--- config.mk ---
export PLATFORM = sky130hd
export DESIGN_NAME = misr_bist_ctrl
export DESIGN_NICKNAME = d
export VERILOG_FILES = /design/src/rtl/misr_bist_ctrl.sv
export SDC_FILE = /design/constraint.sdc
export NUM_CORES = 1
export LEC_CHECK = 0
export ABC_AREA = 1
export CAP_MARGIN = 25
export CORE_MARGIN = 2
export CORE_UTILIZATION = 48
export CTS_CLUSTER_SIZE = 12
export DETAILED_ROUTE_END_ITERATION = 16
export GPL_TIMING_DRIVEN = 1
export PLACE_DENSITY = 0.75
export SKIP_LAST_GASP = 1
export SLEW_MARGIN = 40
export SYNTH_ARGS = -nofsm -noshare
export SYNTH_HDL_FRONTEND = slang
export SYNTH_SLANG_ARGS = --single-unit
--- constraint.sdc ---
create_clock -name lfsr_clk -period 1.3 [get_ports lfsr_clk]
set_input_delay 0.13 -clock lfsr_clk [delete_from_list [all_inputs] [get_ports lfsr_clk]]
set_output_delay 0.13 -clock lfsr_clk [all_outputs]
set_load 0.03 [all_outputs]
--- src/rtl/misr_bist_ctrl.sv ---
// BIST sequencer: LFSR pattern generator drives a MISR for PATTERN_COUNT cycles, then checks the signature.
// Latency: misr_en/misr_dat_in are decoded from state; done rises 2 edges after the last MISR update edge.
// Backpressure: optional pause input (build with MISR_BIST_PAUSE_EN) stalls RUN without changing the signature.
module misr_bist_ctrl #(
  parameter int                     LFSR_LENGTH   = 4,
  parameter logic [LFSR_LENGTH-1:0] TPG_PRIM_POLY = 4'b1101,
  parameter logic [LFSR_LENGTH-1:0] TPG_SEED_VAL  = 4'b0001,
  parameter int                     PATTERN_COUNT = 16,
  parameter logic [LFSR_LENGTH-1:0] GOLDEN_SIG    = 4'b0000
) (
  input  logic                   lfsr_clk,
  input  logic                   resetn,
  input  logic                   start,
  input  logic [LFSR_LENGTH-1:0] misr_state_in,
`ifdef MISR_BIST_PAUSE_EN
  input  logic                   pause,
`endif
  output logic                   misr_en,
  output logic [LFSR_LENGTH-1:0] misr_dat_in,
  output logic                   busy,
  output logic                   done,
  output logic                   pass
);

  // Counter is wide enough to hold PATTERN_COUNT itself, so it never wraps within a run.
  localparam int CNT_W = (PATTERN_COUNT < 1) ? 1 : $clog2(PATTERN_COUNT + 1);
  localparam logic [CNT_W-1:0] CNT_LAST = CNT_W'(PATTERN_COUNT - 1);

  typedef enum logic [2:0] {
    S_IDLE,
    S_RUN,
    S_WAIT,
    S_CMP,
    S_DONE
  } state_t;

  state_t                   state;
  logic [LFSR_LENGTH-1:0]   tpg;
  logic [LFSR_LENGTH-1:0]   tpg_next;
  logic                     tpg_fb;
  logic [CNT_W-1:0]         cnt;
  logic                     run_st;
  logic                     pause_i;

`ifdef MISR_BIST_PAUSE_EN
  assign pause_i = pause;
`else
  assign pause_i = 1'b0;
`endif

  // Pattern outputs are combinational from state so the MISR sees each pattern in its RUN cycle.
  assign run_st      = (state == S_RUN);
  assign misr_en     = run_st & ~pause_i;
  assign misr_dat_in = run_st ? tpg : '0;

  // TPG feedback: MSB XOR every tapped interior bit (end bits excluded from the tap mask).
  always_comb begin
    tpg_fb = tpg[LFSR_LENGTH-1];
    for (int i = 1; i < LFSR_LENGTH - 1; i++) begin
      if (TPG_PRIM_POLY[i]) begin
        tpg_fb = tpg_fb ^ tpg[i];
      end
    end
    tpg_next = {tpg[LFSR_LENGTH-2:0], tpg_fb};
  end

  // Sequencer FSM with registered status outputs; DONE is terminal until resetn.
  always_ff @(posedge lfsr_clk or negedge resetn) begin
    if (!resetn) begin
      state <= S_IDLE;
      tpg   <= TPG_SEED_VAL;
      cnt   <= '0;
      busy  <= 1'b0;
      done  <= 1'b0;
      pass  <= 1'b0;
    end else begin
      case (state)
        S_IDLE: begin
          if (start) begin
            busy <= 1'b1;
            if (PATTERN_COUNT == 0) begin
              state <= S_WAIT;
            end else begin
              state <= S_RUN;
            end
          end
        end
        S_RUN: begin
          // A paused cycle holds both the pattern and the count.
          if (misr_en) begin
            tpg <= tpg_next;
            cnt <= cnt + 1'b1;
            if (cnt == CNT_LAST) begin
              state <= S_WAIT;
            end
          end
        end
        S_WAIT: begin
          // Gives the final MISR update one cycle to appear on misr_state_in.
          busy  <= 1'b0;
          state <= S_CMP;
        end
        S_CMP: begin
          pass  <= (misr_state_in == GOLDEN_SIG);
          done  <= 1'b1;
          state <= S_DONE;
        end
        S_DONE: begin
          state <= S_DONE;
        end
        default: begin
          state <= S_IDLE;
          busy  <= 1'b0;
        end
      endcase
    end
  end

endmodule

==> impl_summary.txt, run 1 <==
----------------------------------------------------
[Outcome]
  Violations in the final reports ... negative setup slack
  Run status ... finished, violations left

[Pwr]
  Worst vdd rail ir drop ... 0.000756 V
  Power density cells ... 771 mW/mm2
  Net switching power ... 0.000176 W
  Share of total power in sequential cells ... 0.601
  Fraction of power spent switching nets ... 0.227
  Relative contribution of combinational cells to total power ... 0.045
  Clock network fraction of design power ... 0.354
  Leak ... between 0.5 and 0.6 nW
  Internal portion of total power ... about 0.00060 W

[Cells and area]
  Storage cell area ... 380 um2
  Count of antenna diodes in the layout ... 0
  Highest-count cells in the layout ignoring fill and taps ... sky130_fd_sc_hd__nand2_1 (19), sky130_fd_sc_hd__dfrtp_1 (11), sky130_fd_sc_hd__inv_1 (10), sky130_fd_sc_hd__buf_4 (9)
  Count of nets after finishing ... roughly 120
  Final Core Density ... 0.747
  Final Cell Area ... a little over 0.001 mm2
  Number of fill cells in the layout ... 99
  Ratio of cells with drive above 1 in the final layout ... 0.315
  Area growth from synthesis to layout ... 40.7%
  Multi-input gate area ... about 320 um2
  Commonest non-fill, non-tap cell in the layout ... sky130_fd_sc_hd__nand2_1

[Timing]
  Remaining max-slew budget at the tightest pin ... 0.796
  Highest attainable clock frequency ... 0.735 GHz
  # setup viols final ... 5
  RSZ-0062 raised after global routing ... true
  Worst setup slack after layout ... -0.0607 ns
  Final max-slew violation count ... 0
  Hold Fails Final Rpt ... 0
  Final worst-path cycle share ... 1.05
  Total negative slack for setup checks ... -0.224 ns
  Final Critical Period ... around 1.4 ns
  Worst Tran Pin Value ... 0.307 ns
  Largest clock skew in the final design ... about 0.013 ns

[Placed design]
  Placement Cell Area ... 878 um2
  Post-placement worst setup slack ... -0.0562 ns
  Placed wire-length estimate after detailed placement ... 1000 um
  Weighted congestion at the end of routability-driven global placement ... 0.685
  Quantity of I/O buffers inserted on ports ... 14

[Clock network]
  CTS tree ... done
  Cts bufs inserted ... 3
  Clock insertion delay at the later pin of the skew report ... 0.29 ns
  Buffer type at the clock tree root ... sky130_fd_sc_hd__clkbuf_4
  Clock tree sinks ... 15
  Clock transition at the registers of the reported paths ... 0.10 ns
  # H-tree levels ... 1
  Number of buffers on the longest clock path ... 2

[Yosys]
  Post-synthesis sequential element count ... 15
  Area share of the largest cell type after synthesis ... 0.489
  Average cell area after synthesis ... 8.85 um2
  Synth cell types ... 18
  Post-synthesis instance area ... 717 um2
  Synthesized net count ... 90
  Top cells by area, synth ... sky130_fd_sc_hd__dfrtp_1 (49%), sky130_fd_sc_hd__nand2_1 (9.9%), sky130_fd_sc_hd__inv_1 (5.2%), sky130_fd_sc_hd__o21ai_0 (4.9%), sky130_fd_sc_hd__nor2_1 (4.7%)
  Yosys top cell by area ... sky130_fd_sc_hd__dfrtp_1
  Synthesized instance count ... 81
  Sequential cell area fraction in the yosys report ... 0.525
  Syn. warnings ... 0

[Floorplanning]
  Count of standard-cell rows ... 13
  Die Outline Area ... 0.00182 mm2
  Die boundary width ... 42.6 um
  Core area ... 0.00135 mm2
  I/O Pins ... 15
  Initial core utilization ... 0.531
  Vertical die dimension ... 42.6 um

[Critical path]
  Critical path cell sequence ... nand3b_4 -> nor2_4 -> buf_6
  Slowest cell on the critical path ... sky130_fd_sc_hd__dfrtp_2
  Worst path max stage delay ... roughly 0.45 ns
  Setup slack of the worst register-to-register path ... approximately 0.07 ns
  Path depth of the worst reg2reg path ... 5
  Worst reg2reg startpoint ... cnt[1]
  Required time of the critical path ... 1.17 ns
  Critical Path Sink Type ... primary output
  Startpoint type of the worst setup path ... flip-flop
  Destination of the worst register-to-register timing path ... cnt[4]
  Critical path peak fanout ... 5
  Kind of critical path ... reg -> out
  Crit path arrival time ... 1.23 ns

[Global route]
  Busiest layer in global routing ... met2
  Global routing usage on met2 ... 0.297
  Global routing met1 resource utilization ... 0.252
  Number of antenna violations at the first check in global routing ... 0
  Vias in the first global route ... 603
  GR Util All Layers ... 0.190
  Total congestion overflow ... 0
  First-pass GRT wire length ... 2620 um
  GR Layer Usage met3 ... 0.0431
  Pin count of the biggest net entering global routing ... 11

[Detailed routing]
  1st-iter DRT viols ... 9
  Average wire length per cell after detail routing ... 12.4 um
  Total number of vias ... 606
  Detailed Route WL ... 1530 um
  DR pass1 iterations ... 4
  Per-cell via count in the routed design ... 4.93
  Number of remaining DRC errors ... 0
  Remaining antenna violation count after routing ... 0

[Job]
  Max-capacitance violation count ... 0

[Min path]
  Worst hold path class ... in -> async

----------------------------------------------------
## power by group through the flow
stage	combinational (W)	sequential [W]	clock, W
after floorplan	0.00000266	0.000478	0
after global placement	0.0000354	0.000477	0
after detailed placement	0.0000358	0.000477	0
after CTS	0.0000352	0.000467	0.000283
after global routing	0.0000391	0.000468	0.000308
final	0.0000349	0.000467	0.000275
## synth_stat cells
library cell,instances
sky130_fd_sc_hd__xnor2_1,2
sky130_fd_sc_hd__o21ai_0,7
sky130_fd_sc_hd__ha_1,2
sky130_fd_sc_hd__a21boi_1,1
sky130_fd_sc_hd__inv_2,2
sky130_fd_sc_hd__nor3_4,1
sky130_fd_sc_hd__dfrtp_1,14
sky130_fd_sc_hd__nand2_2,1
sky130_fd_sc_hd__inv_1,10
sky130_fd_sc_hd__buf_4,1
sky130_fd_sc_hd__dfstp_2,1
sky130_fd_sc_hd__o21bai_1,1
sky130_fd_sc_hd__nand3_1,6
sky130_fd_sc_hd__nand2_1,19
sky130_fd_sc_hd__nor2_1,9
sky130_fd_sc_hd__nand3b_1,1
sky130_fd_sc_hd__nor3_1,2
sky130_fd_sc_hd__nand3b_4,1
## flip-flops by register name (all words and copies together), names as in the netlist
name and flops:
cnt 5, tpg 4, state 3, busy 1
done 1, pass 1
## worst max path at each step
| stage | startpoint | end | depth (start not counted) | slack (ns) |
|---|---|---|---|---|
| finish | state[1] | misr_dat_in[0] | 3 | -0.06 |
| global route | state[2] | misr_dat_in[3] | 4 | -0.15 |
| CTS | state[2] | misr_dat_in[0] | 4 | -0.09 |
| detailed placement | cnt[0] | cnt[4] | 5 | -0.06 |
| global placement | cnt[0] | cnt[4] | 5 | 0.07 |
| floorplan | state[0] | misr_dat_in[2] | 4 | -0.08 |
## layer usage
metal / vias to the layer above / part of all wire
met5: - / 0
met4: 0 / 0
met1: 287 / 0.43
met2: 13 / 0.54
met3: 0 / 0.032
li1: 306 / -
## worst max-delay path, delay by kind of cell (launching register included)
family | cells | cell delay (ns)
flip-flops | 1 | 0.45
buffers and inverters | 1 | 0.14
AND/OR/NAND/NOR | 2 | 0.34
## layout make-up
| cell class | instances | area share |
|---|---|---|
| clock buffers | 3 | 0.0223 |
| clock inverters | 1 | 0.00496 |
| inverters | 12 | 0.0447 |
| multi-input cells | 53 | 0.313 |
| flip-flops and latches | 15 | 0.377 |
| well taps | 15 | 0.0186 |
| repair buffers | 24 | 0.220 |
## stage by stage
| step | cells | hold WS (ns) | total power, W |
|---|---|---|---|
| finish | 123 | 0.0706 | 0.000778 |
| global route | 123 | 0.0628 | 0.000815 |
| CTS | 121 | 0.0654 | 0.000786 |
| detailed placement | 111 | 0.389 | 0.000512 |
| global placement | 111 | 0.388 | 0.000512 |
| floorplan | 81 | -0.166 | 0.000481 |
## kinds of logic (layout without fill, tap and decap cells)
logic type | after synthesis | count (layout) | synth area share
fa+ha+maj | 2 | 2 | 0.0349
xor+xnor | 2 | 2 | 0.0244
compound gates | 9 | 9 | 0.0698
buf+inv | 13 | 40 | 0.0733
flops | 15 | 15 | 0.525
simple gates | 40 | 40 | 0.272
## what timing repair did
| action | 4_1_cts | 5_1_grt |
|---|---|---|
| hold buffers | 0 | 0 |
| pin swaps | 2 | 3 |
| gates resized for setup | 11 | 8 |
| hold endpoints to repair | 0 | 0 |
| buffers inserted | 6 | 2 |
| endpoints found under the setup margin | 10 | 8 |
Note: power is estimated with default switching activity, not from simulation.
==> inputs of run 2 (changes only) <==
Settings changed: CORE_UTILIZATION 48 to 51, CTS_BUF_LIST set to sky130_fd_sc_hd__clkbuf_2 sky130_fd_sc_hd__clkbuf_4 sky130_fd_sc_hd__clkbuf_8, PLACE_DENSITY 0.75 to 0.79.
==> impl_summary.txt, run 2 (synthesized netlist as in run 1, its figures left out) <==
----------------------------------------------------
[Cells and area]
  Ratio of cells with drive above 1 in the final layout ... 0.360
  Final Core Density ... 0.817
  Highest-count cells in the layout ignoring fill and taps ... sky130_fd_sc_hd__nand2_1 (19), sky130_fd_sc_hd__buf_4 (15), sky130_fd_sc_hd__dfrtp_1 (11), sky130_fd_sc_hd__inv_1 (9)
  Commonest non-fill, non-tap cell in the layout ... sky130_fd_sc_hd__nand2_1
  Area growth from synthesis to layout ... 48.3%
  Count of nets after finishing ... about 120
  Count of antenna diodes in the layout ... 0
  Final Cell Area ... 0.00106 mm2
  Flip-flop count of the largest register, all copies and words added ... 5
  Largest Register ... cnt
  Largest regs ... cnt (5), tpg (4), state (3)

[Detailed routing]
  Detailed Route WL ... 1660 um
  Per-cell via count in the routed design ... a little under 5
  Number of remaining DRC errors ... 0
  DR pass1 iterations ... 4
  1st-iter DRT viols ... 8
  Total number of vias ... 634
  Remaining antenna violation count after routing ... 0
  Average wire length per cell after detail routing ... between 10 and 15 um

[Clock network]
  Number of buffers on the longest clock path ... 2
  Clock insertion delay at the later pin of the skew report ... between 0.2 and 0.3 ns
  # H-tree levels ... 1
  Post-cts hold buffer count ... 0
  Clock transition at the registers of the reported paths ... 0.08 ns
  Cts bufs inserted ... 3
  Clock tree sinks ... 15
  CTS tree ... done
  Buffer type at the clock tree root ... sky130_fd_sc_hd__clkbuf_4

[Timing]
  Worst Tran Pin Value ... between 0.3 and 0.4 ns
  Final worst-path cycle share ... 1.06
  # setup viols final ... 5
  Final max-slew violation count ... 0
  Worst setup slack after layout ... -0.0761 ns
  Hold Fails Final Rpt ... 0
  Remaining max-slew budget at the tightest pin ... 0.791
  Final Critical Period ... 1.38 ns
  RSZ-0062 raised after global routing ... true
  Largest clock skew in the final design ... 0.00441 ns
  Highest attainable clock frequency ... 0.727 GHz

[Floorplanning]
  Core area ... 0.00130 mm2
  I/O Pins ... 15
  Count of standard-cell rows ... 13
  Initial core utilization ... 0.551
  Die Outline Area ... between 0.0015 and 0.002 mm2
  Vertical die dimension ... 41.5 um
  Die boundary width ... 41.5 um

[Placed design]
  Post-placement worst setup slack ... -0.0143 ns
  Quantity of I/O buffers inserted on ports ... 14
  Placed wire-length estimate after detailed placement ... between 1000 and 1500 um
  Placement Cell Area ... 886 um2
  Weighted congestion at the end of routability-driven global placement ... 0.765

[Pwr]
  Net switching power ... 0.000141 W
  Power density cells ... 723 mW/mm2
  Worst vdd rail ir drop ... 0.000654 V
  Internal portion of total power ... about 0.00063 W
  Share of total power in sequential cells ... 0.608
  Relative contribution of combinational cells to total power ... 0.048
  Clock network fraction of design power ... 0.344
  Fraction of power spent switching nets ... 0.183
  Leak ... 0.541 nW

[Critical path]
  Critical path peak fanout ... 6
  Startpoint type of the worst setup path ... flip-flop
  Required time of the critical path ... 1.17 ns
  Kind of critical path ... reg -> out
  Crit path arrival time ... between 1 and 1.5 ns
  Critical Path Sink Type ... primary output

[Global route]
  First-pass GRT wire length ... 2550 um
  GR Util All Layers ... 0.191
  Pin count of the biggest net entering global routing ... 9
  Global routing met1 resource utilization ... 0.229
  Total congestion overflow ... 0
  Number of antenna violations at the first check in global routing ... 0
  Vias in the first global route ... 588
  GR Layer Usage met3 ... 0.0130
  Busiest layer in global routing ... met2
  Global routing usage on met2 ... 0.359

[Outcome]
  Run status ... finished, violations left
  Violations in the final reports ... negative setup slack

[Job]
  Max-capacitance violation count ... 0

[Min path]
  Worst hold path class ... in -> async

----------------------------------------------------
## run 2: what timing repair did
item                       CTS  global route
resized for setup           12             8
setup endpoints to repair   10            10
setup buffers               10             3
pin swaps                    2             3
## run 2: power groups by stage
stage                     combinational [W]  clock (W)  sequential, W
after floorplan                  0.00000266          0       0.000478
after global placement            0.0000370          0       0.000477
after detailed placement          0.0000379          0       0.000477
after CTS                         0.0000374   0.000270       0.000467
after global routing              0.0000411   0.000289       0.000468
final                             0.0000368   0.000265       0.000467
## run 2: worst max-delay path, stage by stage, from the launching register on
cell and delay [ns]:
sky130_fd_sc_hd__dfrtp_2 0.45, sky130_fd_sc_hd__inv_2 0.09, sky130_fd_sc_hd__nand3b_4 0.16, sky130_fd_sc_hd__nor2_4 0.14, sky130_fd_sc_hd__buf_6 0.14
## run 2: worst paths after layout
kind / startpoint / endpoint / slack (ns) / cells past startpoint
hold reg to reg: busy / busy / 0.47 / 2
setup reg to reg: state[1] / state[0] / 0.07 / 5
setup / recovery: state[2] / misr_dat_in[0] / -0.08 / 4
min in group lfsr_clk: busy / busy / 0.47 / 2
max in group asynchronous: resetn / state[1] / 0.82 / 2
hold / removal: resetn / tpg[1] / 0.1 / 1
## run 2: metal layers
| metal | routed length, um | up-vias |
|---|---|---|
| met5 | 0 | - |
| met4 | 12 | 0 |
| met3 | 33 | 2 |
| met2 | 925 | 10 |
| met1 | 684 | 298 |
| li1 | - | 324 |
## run 2: per-stage QoR
step	cells	hold WS, ns	power [W]	setup TNS (ns)
6_report	129	0.0984	0.000769	-0.238
5_1_grt	129	0.108	0.000797	-0.567
4_1_cts	126	0.107	0.000775	-0.154
3_5_place_dp	112	0.396	0.000514	-0.0143
3_3_place_gp	112	0.395	0.000514	0
2_1_floorplan	81	-0.166	0.000481	-0.0761
## run 2: final cells by class
| type | instances | area, um2 |
|---|---|---|
| timing repair buffer | 30 | 267 |
| multi-input combinational | 53 | 323 |
| clock buffer | 4 | 30.0 |
| inverter | 12 | 45.0 |
| fill | 86 | 238 |
| sequential | 15 | 380 |
| tap | 15 | 18.8 |
